==> src/rtl/pong_pkg.sv <==
// Shared encodings and default geometry for the Pong game core.
package pong_pkg;

    typedef enum logic [1:0] {
        ST_IDLE  = 2'd0,
        ST_SERVE = 2'd1,
        ST_PLAY  = 2'd2,
        ST_OVER  = 2'd3
    } state_t;

    localparam logic [1:0] KEY_UP   = 2'b10;
    localparam logic [1:0] KEY_DOWN = 2'b01;

    localparam logic DIR_RIGHT = 1'b1;
    localparam logic DIR_LEFT  = 1'b0;
    localparam logic DIR_DOWN  = 1'b1;
    localparam logic DIR_UP    = 1'b0;

    localparam int DEF_SCREEN_W   = 640;
    localparam int DEF_SCREEN_H   = 480;
    localparam int DEF_PAD_H      = 64;
    localparam int DEF_PAD_W      = 8;
    localparam int DEF_PAD_DIST   = 16;
    localparam int DEF_BALL_SIZE  = 8;
    localparam int DEF_TICK_DIV   = 18;
    localparam int DEF_PAD_STEP   = 2;
    localparam int DEF_SPEED_MAX  = 3;
    localparam int DEF_SERVE_DLY  = 60;
    localparam int DEF_MAX_SCORE  = 9;

endpackage

==> src/rtl/pong_tick_gen.sv <==
// Free-running game-tick divider: one-clock pulse every 2^TICK_DIV clocks.
module pong_tick_gen #(
    parameter int TICK_DIV = 18
) (
    input  logic i_clk,
    input  logic i_rst,
    output logic o_tick
);

    logic [TICK_DIV-1:0] r_cnt;

    always_ff @(posedge i_clk) begin
        if (i_rst) r_cnt <= '0;
        else       r_cnt <= r_cnt + 1'b1;
    end

    assign o_tick = &r_cnt;

endmodule

==> src/rtl/pong_engine.sv <==
// Pong game core: paddles, ball motion, collisions, scoring and match sequencing.
module pong_engine
    import pong_pkg::*;
#(
    parameter int SCREEN_W    = DEF_SCREEN_W,
    parameter int SCREEN_H    = DEF_SCREEN_H,
    parameter int PAD_H       = DEF_PAD_H,
    parameter int PAD_W       = DEF_PAD_W,
    parameter int PAD_DIST    = DEF_PAD_DIST,
    parameter int BALL_SIZE   = DEF_BALL_SIZE,
    parameter int TICK_DIV    = DEF_TICK_DIV,
    parameter int PAD_STEP    = DEF_PAD_STEP,
    parameter int SPEED_MAX   = DEF_SPEED_MAX,
    parameter int SERVE_DELAY = DEF_SERVE_DLY,
    parameter int MAX_SCORE   = DEF_MAX_SCORE
) (
    input  logic       clk,
    input  logic       rst,
    input  logic [1:0] keys_left,
    input  logic [1:0] keys_right,
    input  logic       start,
    output logic [9:0] pad_left,
    output logic [9:0] pad_right,
    output logic [9:0] ball_x,
    output logic [8:0] ball_y,
    output logic [3:0] score_left,
    output logic [3:0] score_right,
    output logic [1:0] state,
    output logic       winner,
    output logic       frame_tick
);

    localparam int SPD_W = $clog2(SPEED_MAX + 1);
    localparam int SRV_W = $clog2(SERVE_DELAY + 1);

    localparam logic signed [10:0] C_PAD_MAX = 11'(SCREEN_H - PAD_H);
    localparam logic signed [10:0] C_STEP    = 11'(PAD_STEP);
    localparam logic signed [10:0] C_PAD_H   = 11'(PAD_H);
    localparam logic signed [10:0] C_BALL    = 11'(BALL_SIZE);
    localparam logic signed [10:0] C_LF      = 11'(PAD_DIST + PAD_W);
    localparam logic signed [10:0] C_RF      = 11'(SCREEN_W - PAD_DIST - PAD_W - BALL_SIZE);
    localparam logic signed [10:0] C_BX_MAX  = 11'(SCREEN_W - BALL_SIZE);
    localparam logic signed [10:0] C_BY_MAX  = 11'(SCREEN_H - BALL_SIZE);

    localparam logic [9:0] PAD_INIT = 10'((SCREEN_H - PAD_H) / 2);
    localparam logic [9:0] BX_C     = 10'((SCREEN_W - BALL_SIZE) / 2);
    localparam logic [8:0] BY_C     = 9'((SCREEN_H - BALL_SIZE) / 2);

    logic             w_tick;
    logic [9:0]       r_pad_l, r_pad_r, w_pad_l_n, w_pad_r_n;
    logic [9:0]       r_bx, w_bx_n;
    logic [8:0]       r_by, w_by_n;
    logic             r_vx, w_vx_n, r_vy, w_vy_n;
    logic [SPD_W-1:0] r_spd, w_spd_n, w_spd_mv;
    logic [3:0]       r_sl, w_sl_n, r_sr, w_sr_n;
    state_t           r_state, w_state_n;
    logic             r_win, w_win_n;
    logic [SRV_W-1:0] r_srv, w_srv_n;

    logic signed [10:0] w_x, w_y, w_pl, w_pr, w_sp, w_x_mv, w_y_mv;
    logic               w_vx_mv, w_vy_mv, w_ov_l, w_ov_r, w_pt_l, w_pt_r;

    function automatic logic [9:0] pad_next(input logic [9:0] pad, input logic [1:0] keys);
        logic signed [10:0] p;
        p = signed'({1'b0, pad});
        if (keys == KEY_UP) begin
            p = p - C_STEP;
            if (p < 11'sd0) p = 11'sd0;
        end else if (keys == KEY_DOWN) begin
            p = p + C_STEP;
            if (p > C_PAD_MAX) p = C_PAD_MAX;
        end
        return 10'(p);
    endfunction

    function automatic logic [SPD_W-1:0] spd_up(input logic [SPD_W-1:0] s);
        return (s == SPD_W'(SPEED_MAX)) ? s : s + SPD_W'(1);
    endfunction

    pong_tick_gen #(.TICK_DIV(TICK_DIV)) u_tick (
        .i_clk  (clk),
        .i_rst  (rst),
        .o_tick (w_tick)
    );

    // Candidate ball motion for a PLAY tick; collisions use the pre-update paddles.
    always_comb begin
        w_x      = signed'({1'b0, r_bx});
        w_y      = signed'({2'b00, r_by});
        w_pl     = signed'({1'b0, r_pad_l});
        w_pr     = signed'({1'b0, r_pad_r});
        w_sp     = signed'(11'(r_spd));
        w_ov_l   = (w_y + C_BALL > w_pl) && (w_y < w_pl + C_PAD_H);
        w_ov_r   = (w_y + C_BALL > w_pr) && (w_y < w_pr + C_PAD_H);
        w_x_mv   = (r_vx == DIR_RIGHT) ? w_x + w_sp : w_x - w_sp;
        w_vx_mv  = r_vx;
        w_spd_mv = r_spd;
        w_pt_l   = 1'b0;
        w_pt_r   = 1'b0;
        if (r_vx == DIR_LEFT) begin
            if (w_x_mv <= C_LF) begin
                if (w_ov_l) begin
                    w_x_mv   = C_LF;
                    w_vx_mv  = DIR_RIGHT;
                    w_spd_mv = spd_up(r_spd);
                end else if (w_x_mv < 11'sd0) begin
                    w_pt_r = 1'b1;
                end
            end
        end else begin
            if (w_x_mv >= C_RF) begin
                if (w_ov_r) begin
                    w_x_mv   = C_RF;
                    w_vx_mv  = DIR_LEFT;
                    w_spd_mv = spd_up(r_spd);
                end else if (w_x_mv >= C_BX_MAX) begin
                    w_pt_l = 1'b1;
                end
            end
        end
        w_y_mv  = (r_vy == DIR_DOWN) ? w_y + 11'sd1 : w_y - 11'sd1;
        w_vy_mv = r_vy;
        if (w_y_mv >= C_BY_MAX) begin
            w_y_mv  = C_BY_MAX;
            w_vy_mv = DIR_UP;
        end else if (w_y_mv <= 11'sd0) begin
            w_y_mv  = 11'sd0;
            w_vy_mv = DIR_DOWN;
        end
    end

    always_comb begin
        w_state_n = r_state;
        w_srv_n   = r_srv;
        w_pad_l_n = r_pad_l;
        w_pad_r_n = r_pad_r;
        w_bx_n    = r_bx;
        w_by_n    = r_by;
        w_vx_n    = r_vx;
        w_vy_n    = r_vy;
        w_spd_n   = r_spd;
        w_sl_n    = r_sl;
        w_sr_n    = r_sr;
        w_win_n   = r_win;
        if (w_tick) begin
            case (r_state)
                ST_IDLE: begin
                    if (start) begin
                        w_state_n = ST_SERVE;
                        w_srv_n   = '0;
                    end
                end
                ST_SERVE: begin
                    w_pad_l_n = pad_next(r_pad_l, keys_left);
                    w_pad_r_n = pad_next(r_pad_r, keys_right);
                    if (r_srv == SRV_W'(SERVE_DELAY - 1)) begin
                        w_state_n = ST_PLAY;
                        w_srv_n   = '0;
                    end else begin
                        w_srv_n = r_srv + SRV_W'(1);
                    end
                end
                ST_PLAY: begin
                    w_pad_l_n = pad_next(r_pad_l, keys_left);
                    w_pad_r_n = pad_next(r_pad_r, keys_right);
                    if (w_pt_l || w_pt_r) begin
                        if (w_pt_r) w_sr_n = r_sr + 4'd1;
                        else        w_sl_n = r_sl + 4'd1;
                        if ((w_pt_r ? r_sr : r_sl) + 4'd1 == 4'(MAX_SCORE)) begin
                            w_state_n = ST_OVER;
                            w_win_n   = w_pt_r;
                        end else begin
                            // Next serve heads toward whoever conceded.
                            w_state_n = ST_SERVE;
                            w_srv_n   = '0;
                            w_bx_n    = BX_C;
                            w_by_n    = BY_C;
                            w_spd_n   = SPD_W'(1);
                            w_vx_n    = w_pt_r ? DIR_LEFT : DIR_RIGHT;
                        end
                    end else begin
                        w_bx_n  = 10'(w_x_mv);
                        w_by_n  = 9'(w_y_mv);
                        w_vx_n  = w_vx_mv;
                        w_vy_n  = w_vy_mv;
                        w_spd_n = w_spd_mv;
                    end
                end
                ST_OVER: begin
                    if (start) begin
                        w_state_n = ST_SERVE;
                        w_srv_n   = '0;
                        w_sl_n    = 4'd0;
                        w_sr_n    = 4'd0;
                        w_win_n   = 1'b0;
                        w_bx_n    = BX_C;
                        w_by_n    = BY_C;
                        w_spd_n   = SPD_W'(1);
                    end
                end
                default: ;
            endcase
        end
    end

    always_ff @(posedge clk) begin
        if (rst) begin
            r_state <= ST_IDLE;
            r_srv   <= '0;
            r_pad_l <= PAD_INIT;
            r_pad_r <= PAD_INIT;
            r_bx    <= BX_C;
            r_by    <= BY_C;
            r_vx    <= DIR_RIGHT;
            r_vy    <= DIR_DOWN;
            r_spd   <= SPD_W'(1);
            r_sl    <= 4'd0;
            r_sr    <= 4'd0;
            r_win   <= 1'b0;
        end else begin
            r_state <= w_state_n;
            r_srv   <= w_srv_n;
            r_pad_l <= w_pad_l_n;
            r_pad_r <= w_pad_r_n;
            r_bx    <= w_bx_n;
            r_by    <= w_by_n;
            r_vx    <= w_vx_n;
            r_vy    <= w_vy_n;
            r_spd   <= w_spd_n;
            r_sl    <= w_sl_n;
            r_sr    <= w_sr_n;
            r_win   <= w_win_n;
        end
    end

    assign pad_left    = r_pad_l;
    assign pad_right   = r_pad_r;
    assign ball_x      = r_bx;
    assign ball_y      = r_by;
    assign score_left  = r_sl;
    assign score_right = r_sr;
    assign state       = r_state;
    assign winner      = r_win;
    assign frame_tick  = w_tick;

endmodule

==> config.mk <==
export PLATFORM = sky130hd
export DESIGN_NAME = pong_engine
export DESIGN_NICKNAME = d
export VERILOG_FILES = /design/src/rtl/pong_pkg.sv /design/src/rtl/pong_tick_gen.sv /design/src/rtl/pong_engine.sv
export SDC_FILE = /design/constraint.sdc
export NUM_CORES = 1
export LEC_CHECK = 0
export CAP_MARGIN = 20
export CORE_MARGIN = 2
export CORE_UTILIZATION = 50
export CTS_CLUSTER_SIZE = 14
export DETAILED_ROUTE_END_ITERATION = 7
export PLACE_DENSITY = 0.82
export SYNTH_ARGS = -nofsm -noshare
export SYNTH_HDL_FRONTEND = slang
export SYNTH_SLANG_ARGS = --single-unit
export TNS_END_PERCENT = 100
==> constraint.sdc <==
create_clock -name clk -period 5.64 [get_ports clk]
set_clock_uncertainty 0.2 [all_clocks]
set_input_delay 0.564 -clock clk [delete_from_list [all_inputs] [get_ports clk]]
set_output_delay 0.564 -clock clk [all_outputs]
set_load 0.005 [all_outputs]
### After elaboration in Yosys (flattened, before gate mapping)

Cells that the tools add are included.

* bits in registers: 78
* bits of input ports: 7

* $add $sub $neg: 17
* magnitude comparators: 14
* eq/ne operators: 24
* mux-type cells: 74
* bitwise gates (word level): 1
* reductions and logical operators: 22

Operator list (number)
* $mux W10: 16
* $reduce_and A21 Y1: 4
* $reduce_and A22 Y1: 3
* $reduce_and A20 Y1: 3
* $mux W9: 5
* $lt A11 B1 Y1 const B: 3
* $reduce_and A25 Y1: 1
* $mux W2: 12
* $mux W4: 6
* $mux W6: 4
* $add A10 B2 Y11 const B: 2
* $add A10 B7 Y11 const B: 2
* $ge A11 B11 Y1 const B: 2
* $gt A11 B10 Y1 const B: 2
* $lt A10 B11 Y1: 2
* $mux W11: 2
* $sub A10 B2 Y11 const B: 2
* $mux W1: 21
* $pmux W10 S2: 1
* $add A18 B1 Y18 const B: 1
* $pmux W6 S3: 1
* $pmux W9 S2: 1
* $reduce_and A18 Y1: 1
* $ne A2 B2 Y1 const B: 8
* other kinds (30): 47

### Logic depth before layout (Yosys ltp)

* word-level depth: 13
* mapped depth: 15
* depth with buffers taken out: 13

### Cells and area by module

A second synthesis with hierarchy kept.

* cell total of the unflattened synthesis: 836
* area total of the unflattened synthesis: 6492.5 um^2

Modules (own cells, without submodules)
* pong_engine: times used 1, cells each 746, area each 5704.2 um^2, seq. area each 1161.1 um^2
* pong_tick_gen: times used 1, cells each 90, area each 788.3 um^2, seq. area each 360.3 um^2

### Least setup slack after synthesis

No wires, ideal clock.

* path type: register to register
* start point: register r_spd[0]
* end point: register r_srv[2]
* library setup time: 0.135 ns
* data arrival time: 3.576 ns
* data required time: 5.305 ns
* slack: 1.729 ns
* stages on the path, launching flop included: 15
* clock period less this slack: 3.911 ns
* cells stage by stage: dfxtp_1 inv_1 ha_1 nor2_1 ha_1 and3_1 a221oi_1 xnor2_1 nand4_1 a2bb2oi_2 a21oi_2 a221o_1 buf_2 o311ai_0 o41ai_1

* longest elaborated chain between the ends: 12
* elaborated cells between the ends (all ways): 22
* those cells by class: 3 x add/sub; 4 x order compare; 3 x eq/ne; 10 x mux; 2 x reduce/logical

RTL lines
* from (decl): RTL line pong_engine.sv:54 `logic [SPD_W-1:0] r_spd, w_spd_n, w_spd_mv;`
* from (signal assigned): RTL line pong_engine.sv:229 `r_spd <= w_spd_n;`
* $sub A10 B2 Y11 / $add A10 B2 Y11 (equally long branches): RTL line pong_engine.sv:95 `w_x_mv = (r_vx == DIR_RIGHT) ? w_x + w_sp : w_x - w_sp;`
* $mux W11 *: RTL line pong_engine.sv:95
* $lt A11 B1 Y1: RTL line pong_engine.sv:106 `end else if (w_x_mv < 11'sd0) begin`
* $mux W1: RTL line pong_engine.sv:106
* $mux W1: RTL line pong_engine.sv:102 `if (w_ov_l) begin`
* $mux W1: RTL line pong_engine.sv:101 `if (w_x_mv <= C_LF) begin`
* $mux W1: RTL line pong_engine.sv:100 `if (r_vx == DIR_LEFT) begin`
* $mux W4: RTL line pong_engine.sv:169 `if ((w_pt_r ? r_sr : r_sl) + 4'd1 == 4'(MAX_SCORE)) begin`
* $add A4 B1 Y4: RTL line pong_engine.sv:169
* $eq A4 B4 Y1: RTL line pong_engine.sv:169
* $ne A2 B2 Y1 (no source line)
* $reduce_and A21 Y1 (no source line) *
* to (signal assigned): RTL line pong_engine.sv:222 `r_srv <= w_srv_n;`
* to (decl): RTL line pong_engine.sv:58 `logic [SRV_W-1:0] r_srv, w_srv_n;`

Mark *: on every way between the ends. The rest lies on a longest branch, timed or not.
A chain may end at the register's enable or synchronous reset.

### Final worst setup path

* start point: register r_spd[0]
* end point: register r_srv[5]

The elaborated chain is that of the path after synthesis.

==> flow_metrics.py <==
metrics = {
    "setup_path": {
        "crit_family": "simple AND/OR/NAND/NOR gates",
        "critPathBufInv": 1,
        "cp_slowest_cell": "or4_1",
        "crit_top_cell": "ha_1",
        "crit_fanout": 15,
        "crit_path_start_kind": "flop",
        "critical_path.cell_chain": "inv_1, ha_1, nor2_1, ha_1, and3_1, a221oi_1, xnor2_1, nand4_1, a2bb2oi_2, a21oi_2, a221o_1, or4_1, a21oi_1",
        "slowest_delay_ps": 550,
        "critPathKind": "reg2reg",
        "endpoint_kind": "flop",
        "required_ps": 5720,
        "worst_ep_arrival_time_ps": 4580,
    },
    "synth": {
        "synth_cells": 808,
        "ys_ff_latch": 76,
        "netlist_area_um2": 6380,
        "yosysWarnings": 0,
        "synth_area_leaders": "dfxtp_1, ha_1, a21oi_1",
        "synth_top_area_share_pct": 23.9,
        "async_flop_share_pct": 0,
        "syn_avg_cell_area_um2": 7.89,
        "yosysUniqueCellTypes": 77,
        "synth_edf_count": 0,
        "synth-main-ff-cell": "dfxtp_1",
        "yosysSeqAreaShare_pct": 23.9,
        "synth_largest_area_cell": "dfxtp_1",
    },
    "finish": {
        "diodes": 0,
        "nets": 907,
        "layout-drive-gt1-share_pct": 5.24,
        "syn_to_final_growth_pct": 13.7,
        "most-common-layout-cells": "dfxtp_1, nor2_1, ha_1",
        "final_common_cell": "dfxtp_1",
    },
    "global_routing": {
        "grt_start_max_net_pins": 58,
        "grt_pass1_vias": 5653,
        "antenna_found_initial": 0,
        "grt_first_pass_wirelength_um": 26700,
        "grt.total_usage_pct": 24.2,
        "overflow": 0,
    },
    "cts": {
        "cts_setup_buffers": 0,
        "cts_resized": 0,
        "clockBufferDepth": 2,
        "clock-sinks": 76,
        "cts_buffers": 9,
        "cts_hold_buffers": 0,
        "clk_latency_ps": 350,
        "htree_levels": 3,
        "cts_tree": "built",
        "root_buffer": "clkbuf_16",
        "clk_pin_slew_worst_paths_ps": 60,
    },
    "place": {
        "gp_congestion": 0.965,
        "hpwl_um": 11700,
        "port_buffers": 55,
        "pre_cts_ws_ps": 1170,
    },
    "timing": {
        "tightestPinTransition_ps": 895,
        "setup_viol": 0,
        "rsz0062_at_grt": "no",
        "hold_ws_ps": 249,
        "slew_headroom_pct": 39.8,
        "fmax_ghz": 0.222,
        "slew_viol_final": 0,
        "tns_ps": 0,
        "finalHoldViolations": 0,
        "layout_setup_ws_ps": 1130,
        "fin_crit_ps": 4510,
        "period_share_pct": 79.9,
    },
    "floorplan": {
        "die_y_um": 117,
        "die_area_um2": 13700,
        "rows": 41,
        "core_um2": 12500,
        "io_pins": 58,
        "initial_core_util_pct": 50.9,
        "die_w_um": 117,
    },
    "worst_hold_path": {
        "hold_class": "reg2reg",
    },
    "pwr": {
        "powerDensity_nw_per_um2": 160,
        "switching_share_pct": 25.4,
        "switching_power_w": 0.000295,
        "ir_drop_v": 0.000241,
        "p_comb_share_pct": 5.4,
        "p_clk_share_pct": 47.6,
        "p_int_w": 0.000867,
        "p_leak_nw": 2.78,
        "sequentialPowerShare_pct": 47.0,
    },
    "route": {
        "detail-route-antenna-nets": 0,
        "via_per_inst": 6.10,
        "drt-initial-drc-count": 545,
        "via_count": 6170,
        "drc": 0,
        "drt-wirelength-per-cell_um": 16.1,
        "routed_wl_um": 16300,
        "dr.pass1.iters": 5,
    },
    "outcome": {
        "status": "finished clean",
    },
    "run": {
        "drv_cap": 0,
    },
}
==> cell usage after synthesis, drive strengths merged (9+ instances only) <==
master   n
a211oi  13
a21o    13
a21oi   57
a31oi   17
and2    10
and3    10
buf     16
clkbuf  28
dfxtp   76
ha      65
inv     44
mux2i   13
nand2   58
nand3   37
nand4   18
nor2    70
nor3    14
o21ai   44
o31ai    9
xnor2   25
xor2    18
==> per-stage QoR <==
stage / std cells / util [%] / instance area (um2) / total power, W
3_3_place_gp: 995 / 55.7 / 6970 / 0.000619
3_5_place_dp: 995 / 55.7 / 6970 / 0.000620
5_1_grt: 1011 / 57.9 / 7250 / 0.00120
4_1_cts: 1011 / 57.9 / 7250 / 0.00118
6_report: 1011 / 57.9 / 7250 / 0.00116
2_1_floorplan: 809 / - / 6380 / 0.000601
==> logic make-up after synthesis <==
group	Yosys count	share of synthesized area, %
AOI/OAI and AO/OA	237	26.3
xor gates and xnor gates	43	5.91
adders and majority gates	66	13.1
buffers and inverters	89	5.65
DFF	76	23.9
muxes	15	2.45
other	1	0.0588
and+or+nand+nor	281	22.7
==> area by class of cell <==
class | count | area [um2]
Fill cell | 1162 | 5270
Timing Repair Buffer | 58 | 568
Clock inverter | 7 | 55.1
Inverter | 45 | 169
Clock buffer | 9 | 225
Tap cell | 172 | 215
Sequential cell | 76 | 1520
Multi-Input combinational cell | 644 | 4500
==> sequential cells by signal, indices dropped and copies added (netlist names), 2 cells and up <==
register      flops
state             2
r_srv             6
score_right       4
pad_right         9
pad_left          9
score_left        4
r_spd             2
u_tick.r_cnt     18
ball_y            9
ball_x           10
==> power groups by stage <==
| stage | logic (W) | registers (W) | clock network (W) |
|---|---|---|---|
| after CTS | 0.0000612 | 0.000546 | 0.000568 |
| after floorplan | 0.0000469 | 0.000554 | 0 |
| final | 0.0000623 | 0.000547 | 0.000553 |
| after global placement | 0.0000605 | 0.000558 | 0 |
| after global routing | 0.0000679 | 0.000547 | 0.000587 |
| after detailed placement | 0.0000609 | 0.000559 | 0 |
==> path summary, 6_finish.rpt <==
| kind | startpoint | end | slack, ps | cells past startpoint |
|---|---|---|---|---|
| min reg2reg | u_tick.r_cnt[0]$_SDFF_PP0_ | u_tick.r_cnt[0]$_SDFF_PP0_ | 250 | 1 |
| max | r_spd[0]$_SDFFE_PP1P_ | r_srv[5]$_SDFFE_PP0P_ | 1130 | 13 |
| max reg2reg | r_spd[0]$_SDFFE_PP1P_ | r_srv[5]$_SDFFE_PP0P_ | 1130 | 13 |
| min | u_tick.r_cnt[0]$_SDFF_PP0_ | u_tick.r_cnt[0]$_SDFF_PP0_ | 250 | 1 |
==> layer usage <==
| layer | vias up | GRT usage, % | part of all wire (%) |
|---|---|---|---|
| li1 | 3076 | - | - |
| met1 | 2852 | 31.7 | 45 |
| met2 | 220 | 40.3 | 46 |
| met3 | 22 | 5.30 | 7.1 |
| met4 | 0 | 6.82 | 1.5 |
| met5 | - | 0 | 0 |
No activity file was read; power rests on OpenSTA's default activity.
